<file path="config.mk">
export PLATFORM = sky130hd
export DESIGN_NAME = dmem_arbiter
export DESIGN_NICKNAME = d
export VERILOG_FILES = /design/src/rtl/dmem_arbiter.sv
export SDC_FILE = /design/constraint.sdc
export NUM_CORES = 1
export LEC_CHECK = 0
export ABC_AREA = 1
export BUFFER_PORTS_ARGS = -buffer_cell sky130_fd_sc_hd__clkbuf_2
export CAP_MARGIN = 15
export CORE_MARGIN = 8
export CORE_UTILIZATION = 37
export CTS_BUF_LIST = sky130_fd_sc_hd__clkbuf_4 sky130_fd_sc_hd__clkbuf_8
export DETAILED_ROUTE_END_ITERATION = 16
export PLACE_DENSITY = 0.66
export SETUP_SLACK_MARGIN = 0.4
export SLEW_MARGIN = 20
export SYNTH_ARGS = -nofsm -noshare
export SYNTH_HDL_FRONTEND = slang
export SYNTH_SLANG_ARGS = --single-unit
export TNS_END_PERCENT = 50
</file>
<file path="constraint.sdc">
create_clock -name clock -period 1.3 [get_ports clock]
set_input_delay 0.195 -clock clock [delete_from_list [all_inputs] [get_ports clock]]
set_output_delay 0.195 -clock clock [all_outputs]
set_load 0.005 [all_outputs]
</file>
<file path="src/rtl/dmem_arbiter.sv">
// -----------------------------------------------------------------------------
// dmem_arbiter
// Shares the single-port dmem syncram between port 0 (processor load/store) and
// port 1 (loader/debug DMA). One transaction is in flight at a time. Port 0 has
// fixed priority, but after MAX_STREAK consecutive contested port-0 grants the
// next contested grant goes to port 1 (MAX_STREAK = 0 gives strict priority).
//
// Ports
//   clock, reset            dmem-domain clock, synchronous active-high reset
//   p<n>_valid/we/addr/wdata request from port n (held stable until ready)
//   p<n>_ready              request accepted at the coming rising edge
//   p<n>_rvalid             one-cycle read-data-valid pulse for port n
//   rdata                   shared read data, held until the next read capture
//   address_dmem/data/wren  to the dmem instance
//   q_dmem                  from the dmem instance
//   busy                    transaction in progress (state != IDLE)
// -----------------------------------------------------------------------------
module dmem_arbiter #(
   parameter int ADDR_W     = 12,
   parameter int DATA_W     = 32,
   parameter int READ_LAT   = 1,
   parameter int MAX_STREAK = 4
) (
   input  logic              clock,
   input  logic              reset,
   input  logic              p0_valid,
   input  logic              p0_we,
   input  logic [ADDR_W-1:0] p0_addr,
   input  logic [DATA_W-1:0] p0_wdata,
   output logic              p0_ready,
   output logic              p0_rvalid,
   input  logic              p1_valid,
   input  logic              p1_we,
   input  logic [ADDR_W-1:0] p1_addr,
   input  logic [DATA_W-1:0] p1_wdata,
   output logic              p1_ready,
   output logic              p1_rvalid,
   output logic [DATA_W-1:0] rdata,
   output logic [ADDR_W-1:0] address_dmem,
   output logic [DATA_W-1:0] data,
   output logic              wren,
   input  logic [DATA_W-1:0] q_dmem,
   output logic              busy
);

   localparam int CNT_W = (READ_LAT > 1) ? $clog2(READ_LAT + 1) : 1;
   localparam int STK_W = $clog2(MAX_STREAK + 2);
   localparam logic [CNT_W-1:0] CNT_INIT = CNT_W'(READ_LAT);
   localparam logic [CNT_W-1:0] CNT_ONE  = CNT_W'(1);
   localparam logic [STK_W-1:0] STK_MAX  = STK_W'(MAX_STREAK);
   localparam logic [STK_W-1:0] STK_ONE  = STK_W'(1);
   localparam logic             GUARD_EN = (MAX_STREAK != 0);

   typedef enum logic [1:0] {
      S_IDLE  = 2'd0,
      S_ISSUE = 2'd1,
      S_RD    = 2'd2
   } state_e;

   state_e              state_q, state_d;
   logic [CNT_W-1:0]    cnt_q, cnt_d;
   logic [STK_W-1:0]    streak_q, streak_d;
   logic [ADDR_W-1:0]   addr_q;
   logic [DATA_W-1:0]   wdata_q;
   logic [DATA_W-1:0]   rdata_q;
   logic                we_q;
   logic                owner_q;
   logic                wren_q;
   logic                p0_rvalid_q;
   logic                p1_rvalid_q;

   logic                p0_win_s;
   logic                p1_win_s;
   logic                acc_s;
   logic                rd_done_s;

   // Arbitration, ready generation and next-state logic.
   always_comb begin
      state_d  = state_q;
      cnt_d    = cnt_q;
      streak_d = streak_q;

      // Port 1 wins when alone, or when the starvation guard has tripped.
      p1_win_s = p1_valid & (~p0_valid | (GUARD_EN & (streak_q == STK_MAX)));
      p0_win_s = p0_valid & ~p1_win_s;

      p0_ready = (state_q == S_IDLE) & ~reset & p0_win_s;
      p1_ready = (state_q == S_IDLE) & ~reset & p1_win_s;
      acc_s    = p0_ready | p1_ready;

      rd_done_s = (state_q == S_RD) && (cnt_q == CNT_ONE);

      case (state_q)
         S_IDLE: begin
            if (acc_s) begin
               state_d = S_ISSUE;
            end else begin
               state_d = S_IDLE;
            end
            // Streak only counts port-0 wins that actually held port 1 off.
            if (p1_ready || !p1_valid) begin
               streak_d = '0;
            end else if (p0_ready && (streak_q != STK_MAX)) begin
               streak_d = streak_q + STK_ONE;
            end else begin
               streak_d = streak_q;
            end
         end
         S_ISSUE: begin
            if (we_q) begin
               state_d = S_IDLE;
            end else begin
               state_d = S_RD;
               cnt_d   = CNT_INIT;
            end
         end
         S_RD: begin
            if (cnt_q == CNT_ONE) begin
               state_d = S_IDLE;
            end else begin
               cnt_d = cnt_q - CNT_ONE;
            end
         end
         default: begin
            state_d = S_IDLE;
         end
      endcase
   end

   // State, request latch, dmem drive and response registers.
   always_ff @(posedge clock) begin
      if (reset) begin
         state_q     <= S_IDLE;
         cnt_q       <= '0;
         streak_q    <= '0;
         addr_q      <= '0;
         wdata_q     <= '0;
         rdata_q     <= '0;
         we_q        <= 1'b0;
         owner_q     <= 1'b0;
         wren_q      <= 1'b0;
         p0_rvalid_q <= 1'b0;
         p1_rvalid_q <= 1'b0;
      end else begin
         state_q     <= state_d;
         cnt_q       <= cnt_d;
         streak_q    <= streak_d;
         p0_rvalid_q <= rd_done_s & ~owner_q;
         p1_rvalid_q <= rd_done_s & owner_q;
         if (rd_done_s) begin
            rdata_q <= q_dmem;
         end
         // wren is registered on accept so it is high exactly for the ISSUE cycle.
         if (acc_s) begin
            addr_q  <= p1_ready ? p1_addr  : p0_addr;
            wdata_q <= p1_ready ? p1_wdata : p0_wdata;
            we_q    <= p1_ready ? p1_we    : p0_we;
            wren_q  <= p1_ready ? p1_we    : p0_we;
            owner_q <= p1_ready;
         end else begin
            wren_q  <= 1'b0;
         end
      end
   end

   assign address_dmem = addr_q;
   assign data         = wdata_q;
   assign wren         = wren_q;
   assign rdata        = rdata_q;
   assign p0_rvalid    = p0_rvalid_q;
   assign p1_rvalid    = p1_rvalid_q;
   assign busy         = (state_q != S_IDLE);

endmodule

</file>
==> impl_results.md, run 1 <==
* Count of endpoints failing setup in the final report at 55
* Pin count of the biggest net entering global routing at 48
* Placed wire-length estimate after detailed placement at 9037 µm
* Setup crit start kind: flip-flop
* Part of the power in the clock network at 0.292
* Global placement routability congestion at roughly 0.8
* Category of the worst setup path capture point: output port
* Tightest Pin Transition at between 500 and 600 ps
* Number of detailed-routing iterations run before antenna repair at 4
* Register share of total power at 0.454
* Min cycle time layout at 1584 ps
* Commonest non-fill, non-tap cell in the layout: sky130_fd_sc_hd__nand2_1
* Path type of the worst min-delay path: primary input to flip-flop
* Final nets at 1026
* Total wire length after detailed routing at approximately 14000 µm
* Area of the core region at 11270 µm²
* Initial antenna violation count at 0
* Maximum clock frequency at 631.3 MHz
* Sw Ratio at 0.3044
* Residual DRC count at 0
* Critical path class: flip-flop to output port
* Worst setup skew after layout at roughly 11 ps
* Average cell area after synthesis at 6.293 µm²
* Synthesized instance count at 668
* Cell internal pwr at 4.602 mW
* Maximum resistive drop on vdd at between 0.4 and 0.5 mV
* CTS Hold Bufs at 0
* P_sw at 2.013 mW
* Post-placement worst setup slack at -50.47 ps
* TritonCTS clock tree: yes
* N_diodes at 0
* Arrival time of the worst setup path at 1390 ps
* Insertion delay to the later sink of the worst-skew pair at 370 ps
* Total number of vias at 4551
* Power Dens Cells at a little under 1000 nW/µm²
* Netlist cell types at 21
* Final Max Tran Viols at 0
* Starting utilization of the core area at 0.3730
* Final clock period utilization by the worst path at 1.219
* Number of global-route vias before repair at 4384
* Largest buffer count on any clock path at 2
* Data required time at the worst endpoint at 1110 ps
* Count of nets left with antenna violations after detail routing at 0
* Proportion of synthesized chip area in sequential cells at 0.4143
* Setup TNS Final at -8565 ps
* DIE AREA at 15030 µm²
* Syn Nets at between 700 and 800
* Combined global-route utilization of all metal layers at 0.1793
* TritonCTS Buffers at 9
* Top-level I/O count at 208
* Status: complete, but fails checks
* Clock slew seen by the registers of the worst setup and hold paths at 80 ps
* Number of buffers inserted by port buffering at about 210
* Flip-flop and latch count after synthesis at 87
* Number of cells after detailed placement at roughly 1000
* H-tree level count at 3
* Combinational share of power at 0.253
* Area growth from synthesis to layout at 58.45%
* Ratio of cells with drive above 1 in the final layout at 0.4219
* YS warnings at 0
* Cell area after synthesis at 4204 µm²
* Die height at ~120 µm
* Largest fanout on the critical path at 2
* Count of max-cap constraint violations at 0
* Violations in the final reports: negative setup slack
* Commonest cells after routing, fill and taps aside: sky130_fd_sc_hd__nand2_1 (217), sky130_fd_sc_hd__clkbuf_2 (185), sky130_fd_sc_hd__inv_1 (170), sky130_fd_sc_hd__a21oi_1 (71), sky130_fd_sc_hd__dfxtp_1 (50)
* Routed vias/inst at 4.351
* Total number of clock tree sinks at 87
* Overflow after GRT at 0
* First-pass GRT wire length at 21450 µm
* Total power at 6.615 mW
* Headroom to the max-slew limit at 0.6201
* Leakage component of the power at 3.713 nW
* Average wire per standard cell at between 10 and 15 µm
* Setup repair after global routing missed its margin: yes
* Floorplan die width at 122.6 µm
* Number of endpoints with negative hold slack in the final report at 0
* Root Buffer Master: sky130_fd_sc_hd__clkbuf_8
* Number of standard cells in the layout, taps in and fillers out at 1046
* Min setup slack post-route at -284.1 ps
* Number of cell rows at 39
* Starting DRC count in detailed routing at 224
state kept, by name (all words and copies together), names as in the netlist, 2 cells and up:
register	count
address_dmem	12
data	32
rdata	32
state_q	2
streak_q	3
worst max-delay path, cell delays in order (launching register included):
cell	delay [ps]
sky130_fd_sc_hd__dfxtp_2	340
sky130_fd_sc_hd__inv_2	50
sky130_fd_sc_hd__ha_4	160
sky130_fd_sc_hd__nand2_4	70
sky130_fd_sc_hd__a21oi_4	60
sky130_fd_sc_hd__nor3_4	200
sky130_fd_sc_hd__buf_2	150
repair_timing:
action / 4_1_cts / 5_1_grt
buffers inserted: 10 / 6
gates resized for setup: 112 / 79
pin swaps: 5 / 8
cloned: 7 / 4
setup endpoints to repair: 167 / 169
kinds of logic after synthesis:
family	synth area share
and+or+nand+nor	0.2357
buffers and inverters	0.1997
AOI/OAI and AO/OA	0.1423
DFF	0.4143
adders and majority gates	0.005951
xor gates and xnor gates	0.002084
routing by layer:
layer,share of wire,GRT usage,wire length (µm),up-vias
li1,-,-,-,2402
met1,0.42,0.2052,5883,1990
met2,0.48,0.3041,6796,151
met3,0.093,0.07084,1311,8
met4,0.0084,0.05103,119,0
met5,0,0,0,-
synth_stat cells:
cell type,number,area (µm²)
sky130_fd_sc_hd__a21oi_1,82,410.4
sky130_fd_sc_hd__buf_4,5,37.54
sky130_fd_sc_hd__nand2_1,233,874.6
sky130_fd_sc_hd__o211ai_2,1,12.51
sky130_fd_sc_hd__nor2_8,1,20.02
sky130_fd_sc_hd__inv_2,1,3.750
sky130_fd_sc_hd__buf_2,8,40.04
sky130_fd_sc_hd__xor2_1,1,8.760
sky130_fd_sc_hd__dfxtp_1,87,1742
sky130_fd_sc_hd__o21ai_0,35,175.2
sky130_fd_sc_hd__buf_1,1,3.750
sky130_fd_sc_hd__nor2_4,2,22.52
sky130_fd_sc_hd__nand3_1,6,30.03
sky130_fd_sc_hd__inv_1,176,660.6
sky130_fd_sc_hd__nor2_1,4,15.01
sky130_fd_sc_hd__ha_1,2,25.02
sky130_fd_sc_hd__clkbuf_1,16,60.06
sky130_fd_sc_hd__nor3_1,2,10.01
sky130_fd_sc_hd__buf_6,3,33.78
sky130_fd_sc_hd__nand2_4,1,11.26
sky130_fd_sc_hd__nand3b_1,1,7.510
path summary, 6_finish.rpt:
kind	depth (start not counted)	slack, ps	startpoint	to
max	6	-280	streak_q[0]	p0_ready
min	3	70	p1_we	we_q
max reg2reg	11	-180	streak_q[0]	data[27]
min reg2reg	1	430	owner_q	p0_rvalid
final cells by class:
class	instances	area (µm²)
clock buffer	9	123.9
clock inverter	7	72.57
fill	1049	4611
inverter	177	669.4
multi-input combinational	371	1944
sequential	87	1788
tap	143	178.9
timing repair buffer	252	1884
power by group through the flow:
stage                     clock network (mW)  registers (mW)  logic [mW]
after floorplan                            0            3.06       0.690
after global placement                     0            3.05        1.34
after detailed placement                   0            3.05        1.34
after CTS                               1.99            3.00        1.53
after global routing                    2.12            3.03        1.88
final                                   1.93            3.01        1.68
per-stage QoR:
step,hold WS (ps),utilization,cell area (µm²)
after floorplan,324.7,-,4245
after global placement,409.8,0.4908,5533
after detailed placement,416.2,0.4908,5533
after CTS,65.50,0.5524,6227
after global routing,58.69,0.5910,6661
final,72.53,0.5910,6661
Power figures use the tool's default switching activity.
==> inputs of run 2 (changes only) <==
--- a/config.mk
+++ b/config.mk
@@ -9,10 +9,10 @@
 export BUFFER_PORTS_ARGS = -buffer_cell sky130_fd_sc_hd__clkbuf_2
 export CAP_MARGIN = 15
 export CORE_MARGIN = 8
-export CORE_UTILIZATION = 37
+export CORE_UTILIZATION = 43
 export CTS_BUF_LIST = sky130_fd_sc_hd__clkbuf_4 sky130_fd_sc_hd__clkbuf_8
 export DETAILED_ROUTE_END_ITERATION = 16
-export PLACE_DENSITY = 0.66
+export PLACE_DENSITY = 0.76
 export SETUP_SLACK_MARGIN = 0.4
 export SLEW_MARGIN = 20
 export SYNTH_ARGS = -nofsm -noshare
==> run 2 against run 1 <==
Compared with the run above: the flow still finishes with violations (negative setup slack); first-iteration DRC count rose by 43%; count of clock-buffer cells in the layout rose by 1; sequential share of layout area barely moved; largest cell class is now non-clock buffers.
==> impl_results.md, run 2 (synthesis results as in run 1) <==
* Status: complete, but fails checks
* Violations in the final reports: negative setup slack
* Commonest non-fill, non-tap cell in the layout: sky130_fd_sc_hd__nand2_1
* Overflow after GRT at 0
* Min cycle time layout at 1600 ps
* Arrival time of the worst setup path at 1400 ps
* Number of global-route vias before repair at 4446
* Number of buffers inserted by port buffering at 207
* Routing layer with the top usage in global route: met2
* Headroom to the max-slew limit at 0.6395
* Number of cells after detailed placement at about 1000
* Pin count of the biggest net entering global routing at 48
* Total number of clock tree sinks at 87
* Number of endpoints with negative hold slack in the final report at 0
* Critical R2R Launch: streak_q[0]
* Routed vias/inst at 4.461
* Count of max-cap constraint violations at 0
* Largest fanout on the critical path at 2
* Worst setup skew after layout at 10.84 ps
* Root Buffer Master: sky130_fd_sc_hd__clkbuf_8
* Maximum resistive drop on vdd at between 0.5 and 0.6 mV
* Area growth from synthesis to layout at 56.96%
* TritonCTS Buffers at 9
* Total power at 6.655 mW
* Die height at about 110 µm
* N_diodes at 0
* Power Dens Cells at 1009 nW/µm²
* Total wire length after detailed routing at 14960 µm
* Setup repair after global routing missed its margin: yes
* Count of nets left with antenna violations after detail routing at 0
* Leakage component of the power at around 3.7 nW
* First-pass GRT wire length at 21140 µm
* Core occupancy in the finished layout at 0.6846
* Category of the worst setup path capture point: output port
* Area of the core region at 9639 µm²
* Met3 GRT Util at 0.06145
* Placed wire-length estimate after detailed placement at 8972 µm
* Min-Delay Startpoint: p1_we
* Average wire per standard cell at ~14 µm
* DIE AREA at 13200 µm²
* Ratio of cells with drive above 1 in the final layout at 0.3949
* Top-level I/O count at roughly 210
* Setup TNS Final at -12000 ps
* Commonest cells after routing, fill and taps aside: sky130_fd_sc_hd__nand2_1 (228), sky130_fd_sc_hd__clkbuf_2 (189), sky130_fd_sc_hd__inv_1 (171), sky130_fd_sc_hd__dfxtp_1 (61), sky130_fd_sc_hd__a21oi_1 (51)
* Count of endpoints failing setup in the final report at 58
* Combined global-route utilization of all metal layers at 0.1986
* H-tree level count at 3
* Tightest Pin Transition at roughly 540 ps
* Maximum clock frequency at 625.1 MHz
* Path type of the worst min-delay path: primary input to flip-flop
* Final Max Tran Viols at 0
* Number of detailed-routing iterations run before antenna repair at 4
* Starting utilization of the core area at 0.4361
* Starting DRC count in detailed routing at 320
* Met1 track demand over resource at 0.2292
* CTS Hold Bufs at 0
* # fillers at between 800 and 900
* Critical path class: flip-flop to output port
* Clock slew seen by the registers of the worst setup and hold paths at 90 ps
* Crit. Startpoint: streak_q[0]
* Data required time at the worst endpoint at between 1000 and 1500 ps
* Min setup slack post-route at -299.7 ps
* Number of cell rows at 36
* Number of standard cells in the layout, taps in and fillers out at 1042
* Floorplan die width at 114.9 µm
* Global placement routability congestion at a little over 0.8
* TritonCTS clock tree: yes
* Insertion delay to the later sink of the worst-skew pair at 340 ps
* Met2 usage at 0.3457
* Total number of vias at between 4000 and 5000
* Setup crit start kind: flip-flop
* Final nets at about 1000
* Residual DRC count at 0
* Initial antenna violation count at 0
* Largest buffer count on any clock path at 2
* Final clock period utilization by the worst path at 1.231
[run 2: power breakdown]
group          switching (mW)  internal (mW)
Combinational           0.861          0.844
Sequential              0.127           2.88
Clock                   0.986          0.953
[run 2: path summary, 6_finish.rpt]
kind                                   to  slack (ps)  depth (start not counted)
worst max-delay path             p0_ready        -300                          6
worst min-delay path                 wren         100                          3
worst max register to register   data[29]        -270                         13
worst min register to register  p0_rvalid         420                          1
[run 2: routing by layer]
metal / wire (µm) / share of wire
met3: 1312 / 0.088
met4: 231 / 0.015
met2: 7239 / 0.48
met5: 0 / 0
met1: 6176 / 0.41
[run 2: stage by stage]
step	hold WS (ps)	setup WS [ps]	cell area, µm²
2_1_floorplan	324.7	6.630	4245
3_3_place_gp	413.5	-59.28	5543
3_5_place_dp	409.7	-64.87	5543
4_1_cts	79.01	-254.8	6152
5_1_grt	84.46	-381.6	6599
6_report	100.3	-299.7	6599
[run 2: critical path: stages (launching register included)]
cell                      delay [ps]
sky130_fd_sc_hd__dfxtp_2         350
sky130_fd_sc_hd__inv_2            50
sky130_fd_sc_hd__ha_4            150
sky130_fd_sc_hd__nand2_4          80
sky130_fd_sc_hd__a21oi_4          70
sky130_fd_sc_hd__nor3_2          210
sky130_fd_sc_hd__buf_2           160
[run 2: layout make-up]
| class | instances | area [µm²] | area share |
|---|---|---|---|
| well taps | 133 | 166.4 | 0.02522 |
| multi-input cells | 371 | 1862 | 0.2821 |
| clock buffers | 10 | 137.6 | 0.02086 |
| repair buffers | 258 | 1926 | 0.2918 |
| clock inverters | 6 | 66.31 | 0.01005 |
| inverters | 177 | 666.9 | 0.1011 |
| flip-flops and latches | 87 | 1774 | 0.2689 |
[run 2: timing repair]
action | 4_1_cts | 5_1_grt
setup buffers | 6 | 9
cloned | 8 | 5
resized for setup | 75 | 86
pin swaps | 9 | 27
hold endpoints to repair | 0 | 0
setup endpoints to repair | 166 | 169
==> inputs of run 3 (changes only) <==
--- a/config.mk
+++ b/config.mk
@@ -5,14 +5,13 @@
 export SDC_FILE = /design/constraint.sdc
 export NUM_CORES = 1
 export LEC_CHECK = 0
-export ABC_AREA = 1
 export BUFFER_PORTS_ARGS = -buffer_cell sky130_fd_sc_hd__clkbuf_2
 export CAP_MARGIN = 15
 export CORE_MARGIN = 8
-export CORE_UTILIZATION = 43
+export CORE_UTILIZATION = 41
 export CTS_BUF_LIST = sky130_fd_sc_hd__clkbuf_4 sky130_fd_sc_hd__clkbuf_8
 export DETAILED_ROUTE_END_ITERATION = 16
-export PLACE_DENSITY = 0.76
+export PLACE_DENSITY = 0.75
 export SETUP_SLACK_MARGIN = 0.4
 export SLEW_MARGIN = 20
 export SYNTH_ARGS = -nofsm -noshare
==> run 3 against run 2 <==
Compared with the run above: the flow still finishes with violations (negative setup slack); largest power group unchanged; flip-flop and latch count is the same; non-clock buffer count grew 17; clock skew shrank 2.6 ps; global-route usage grew 2.2 points; critical path depth grew 1; combinational power grew 12%.
==> impl_results.md, run 3 <==
* Number of standard cells in the layout, taps in and fillers out at 762
* Power Dens Cells at 973.4 nW/µm²
* Clock slew seen by the registers of the worst setup and hold paths at 100 ps
* Headroom to the max-slew limit at 0.5697
* Number of global-route vias before repair at about 4500
* Placed wire-length estimate after detailed placement at 9346 µm
* Number of buffers inserted by port buffering at 207
* Pin count of the biggest net entering global routing at between 40 and 50
* Combined global-route utilization of all metal layers at 0.2204
* Netlist cell types at 31
* Arrival time of the worst setup path at about 2000 ps
* Number of cell rows at 34
* Min-Delay Startpoint: q_dmem[13]
* Post-synth EDFFs at 0
* Top-level I/O count at 208
* Worst setup skew after layout at between 8 and 9 ps
* Number of endpoints with negative hold slack in the final report at 0
* Total power at 6.646 mW
* Maximum resistive drop on vdd at 0.7358 mV
* Total wire length after detailed routing at roughly 17000 µm
* Path type of the worst min-delay path: primary input to flip-flop
* Ratio of cells with drive above 1 in the final layout at 0.7187
* Critical R2R Launch: state_q[0]
* Residual DRC count at 0
* Commonest cells in the netlist: sky130_fd_sc_hd__dfxtp_1 (87), sky130_fd_sc_hd__a21oi_1 (84), sky130_fd_sc_hd__nand2_1 (68)
* Commonest non-fill, non-tap cell in the layout: sky130_fd_sc_hd__clkbuf_2
* Ys flop type: sky130_fd_sc_hd__dfxtp_1
* DIE AREA at 12350 µm²
* Proportion of synthesized flip-flops having asynchronous set or reset at 0
* Proportion of synthesized chip area in sequential cells at 0.4693
* Number of cells after detailed placement at about 700
* Status: complete, but fails checks
* Top-area cell type share of the netlist area at 0.4693
* Area growth from synthesis to layout at 83.99%
* Number of detailed-routing iterations run before antenna repair at 4
* # fillers at 531
* Cell area after synthesis at approximately 3700 µm²
* Tightest Pin Transition at 645.5 ps
* Setup crit start kind: flip-flop
* Final nets at 777
* Largest buffer count on any clock path at 2
* Post-layout instance area at 6828 µm²
* TritonCTS clock tree: yes
* Syn Nets at 533
* Average wire per standard cell at 21.84 µm
* Commonest cells after routing, fill and taps aside: sky130_fd_sc_hd__clkbuf_2 (196), sky130_fd_sc_hd__dfxtp_1 (61), sky130_fd_sc_hd__a21oi_2 (60), sky130_fd_sc_hd__o41ai_1 (36), sky130_fd_sc_hd__nand2_1 (30)
* Violations in the final reports: negative setup slack
* Most frequent cell after synthesis: sky130_fd_sc_hd__dfxtp_1
* Cell taking the most area after synthesis: sky130_fd_sc_hd__dfxtp_1
* TritonCTS Buffers at 9
* R2r setup slk at -520 ps
* Critical path class: flip-flop to flip-flop
* Reg2reg end: data[14]
* Count of max-cap constraint violations at 0
* H-tree level count at 3
* Final Max Tran Viols at 0
* Overflow after GRT at 0
* Hold Path End: rdata[13]
* Count of nets left with antenna violations after detail routing at 0
* Die height at 111.1 µm
* Core occupancy in the finished layout at 0.7791
* Largest fanout on the critical path at 8
* Insertion delay to the later sink of the worst-skew pair at approximately 350 ps
* Category of the worst setup path capture point: flip-flop
* Area of the core region at a little under 9000 µm²
* Flip-flop and latch count after synthesis at between 80 and 90
* Count of endpoints failing setup in the final report at between 60 and 70
* Setup repair after global routing missed its margin: yes
* Maximum clock frequency at 549.9 MHz
* Final clock period utilization by the worst path at 1.399
* Routed vias/inst at around 5.6
* YS warnings at 0
* Number of cells on the worst hold path at 3
* Root Buffer Master: sky130_fd_sc_hd__clkbuf_8
* Crit-path cells: buf_6 > nor4b_4 > buf_4 > buf_6 > bufbuf_16 > mux2i_1 > a21oi_2
* Starting DRC count in detailed routing at 212
* Slowest cell on crit path: sky130_fd_sc_hd__dfxtp_2
* Cells on worst reg2reg path at 7
* Average cell area after synthesis at 9.163 µm²
* Data required time at the worst endpoint at 1530 ps
* Min setup slack post-route at -518.4 ps
* Largest cells by area after synthesis: sky130_fd_sc_hd__dfxtp_1 (47%), sky130_fd_sc_hd__mux2i_1 (12%), sky130_fd_sc_hd__a21oi_1 (11%), sky130_fd_sc_hd__o41ai_1 (10%), sky130_fd_sc_hd__nand2_1 (6.9%)
* Total number of clock tree sinks at 87
* Synthesized instance count at just over 400
* N_diodes at 0
* Max incr delay on CP at 350 ps
* Floorplan die width at 111.1 µm
* Starting utilization of the core area at 0.4235
* Min cycle time layout at 1818 ps
* Total number of vias at 4303
* Global placement routability congestion at 0.8061
* Initial antenna violation count at 0
* Most common cell type on the critical path: sky130_fd_sc_hd__buf_6
* First-pass GRT wire length at 22670 µm
* Leakage component of the power at 2.951 nW
* Cell area after placement at between 5000 and 6000 µm²
run 3: cell count changes in the layout (fill, tap and decap cells not counted), sizes merged, moves of 11 or more:
| cell | delta |
|---|---|
| inv | -170 |
| nand2 | -166 |
| mux2i | +44 |
| o41ai | +44 |
| o21ai | -35 |
| buf | +11 |
run 3: routing by layer:
layer / up-vias / global-route usage / wire length [µm]
met1: 2109 / 0.2264 / 6245
met3: 21 / 0.09686 / 1318
met5: - / 0 / 0
met2: 195 / 0.4002 / 8738
met4: 0 / 0.05156 / 340
li1: 1978 / - / -
run 3: worst max-delay path by stage:
stage / from / end / slack (ps) / depth (start not counted)
floorplan: state_q[1] / p1_ready / -340 / 6
global placement: state_q[1] / data[25] / -310 / 6
detailed placement: state_q[1] / data[10] / -350 / 6
CTS: state_q[0] / p1_ready / -520 / 4
global route: state_q[0] / data[0] / -590 / 8
finish: state_q[0] / data[14] / -520 / 7
run 3: kinds of logic (layout without fill, tap and decap cells):
logic type | count (synthesis) | in the layout | share of synthesized area
flip-flops | 87 | 87 | 0.4693
multiplexers | 44 | 44 | 0.1187
AO/OA/AOI/OAI | 134 | 134 | 0.2303
AND/OR/NAND/NOR | 89 | 89 | 0.1069
adder cells (fa/ha/maj) | 2 | 2 | 0.006742
buffers and inverters | 49 | 298 | 0.06810
run 3: critical path: cells and delay by family, from the launching register on:
family / cells / cell delay, ps
flops: 1 / 350
mux: 1 / 230
simple gates: 1 / 280
compound gates: 1 / 70
buf+inv: 4 / 760
run 3: timing repair:
action,CTS,global route
setup buffers,8,13
pin swaps,11,60
gates resized for setup,87,172
hold buffers,0,0
cloned,10,4
setup endpoints to repair,169,169
run 3: layout make-up:
type / instances / area (µm²) / share of cell area
sequential: 87 / 1777 / 0.2602
clock inverter: 7 / 53.80 / 0.007880
multi-input combinational: 269 / 2638 / 0.3863
timing repair buffer: 275 / 2069 / 0.3031
clock buffer: 9 / 123.9 / 0.01814
inverter: 7 / 31.28 / 0.004581
tap: 108 / 135.1 / 0.01979
run 3: per-stage QoR:
stage               hold WS [ps]  setup WS, ps  TNS, ps
CTS                        32.58        -524.5   -19730
global route               34.52        -590.6   -25740
detailed placement         427.9        -353.1   -15360
floorplan                  320.5        -336.0   -12270
finish                     42.60        -518.4   -22360
global placement           418.3        -310.2   -14010
run 3: power by group:
| group | switching [mW] | total (mW) | internal, mW | leakage (nW) |
|---|---|---|---|---|
| clock | 1.08 | 1.79 | 0.713 | 0.0827 |
| combinational | 0.899 | 1.91 | 1.01 | 2.15 |
| sequential | 0.125 | 2.95 | 2.82 | 0.722 |
| total | 2.10 | 6.65 | 4.55 | 2.95 |
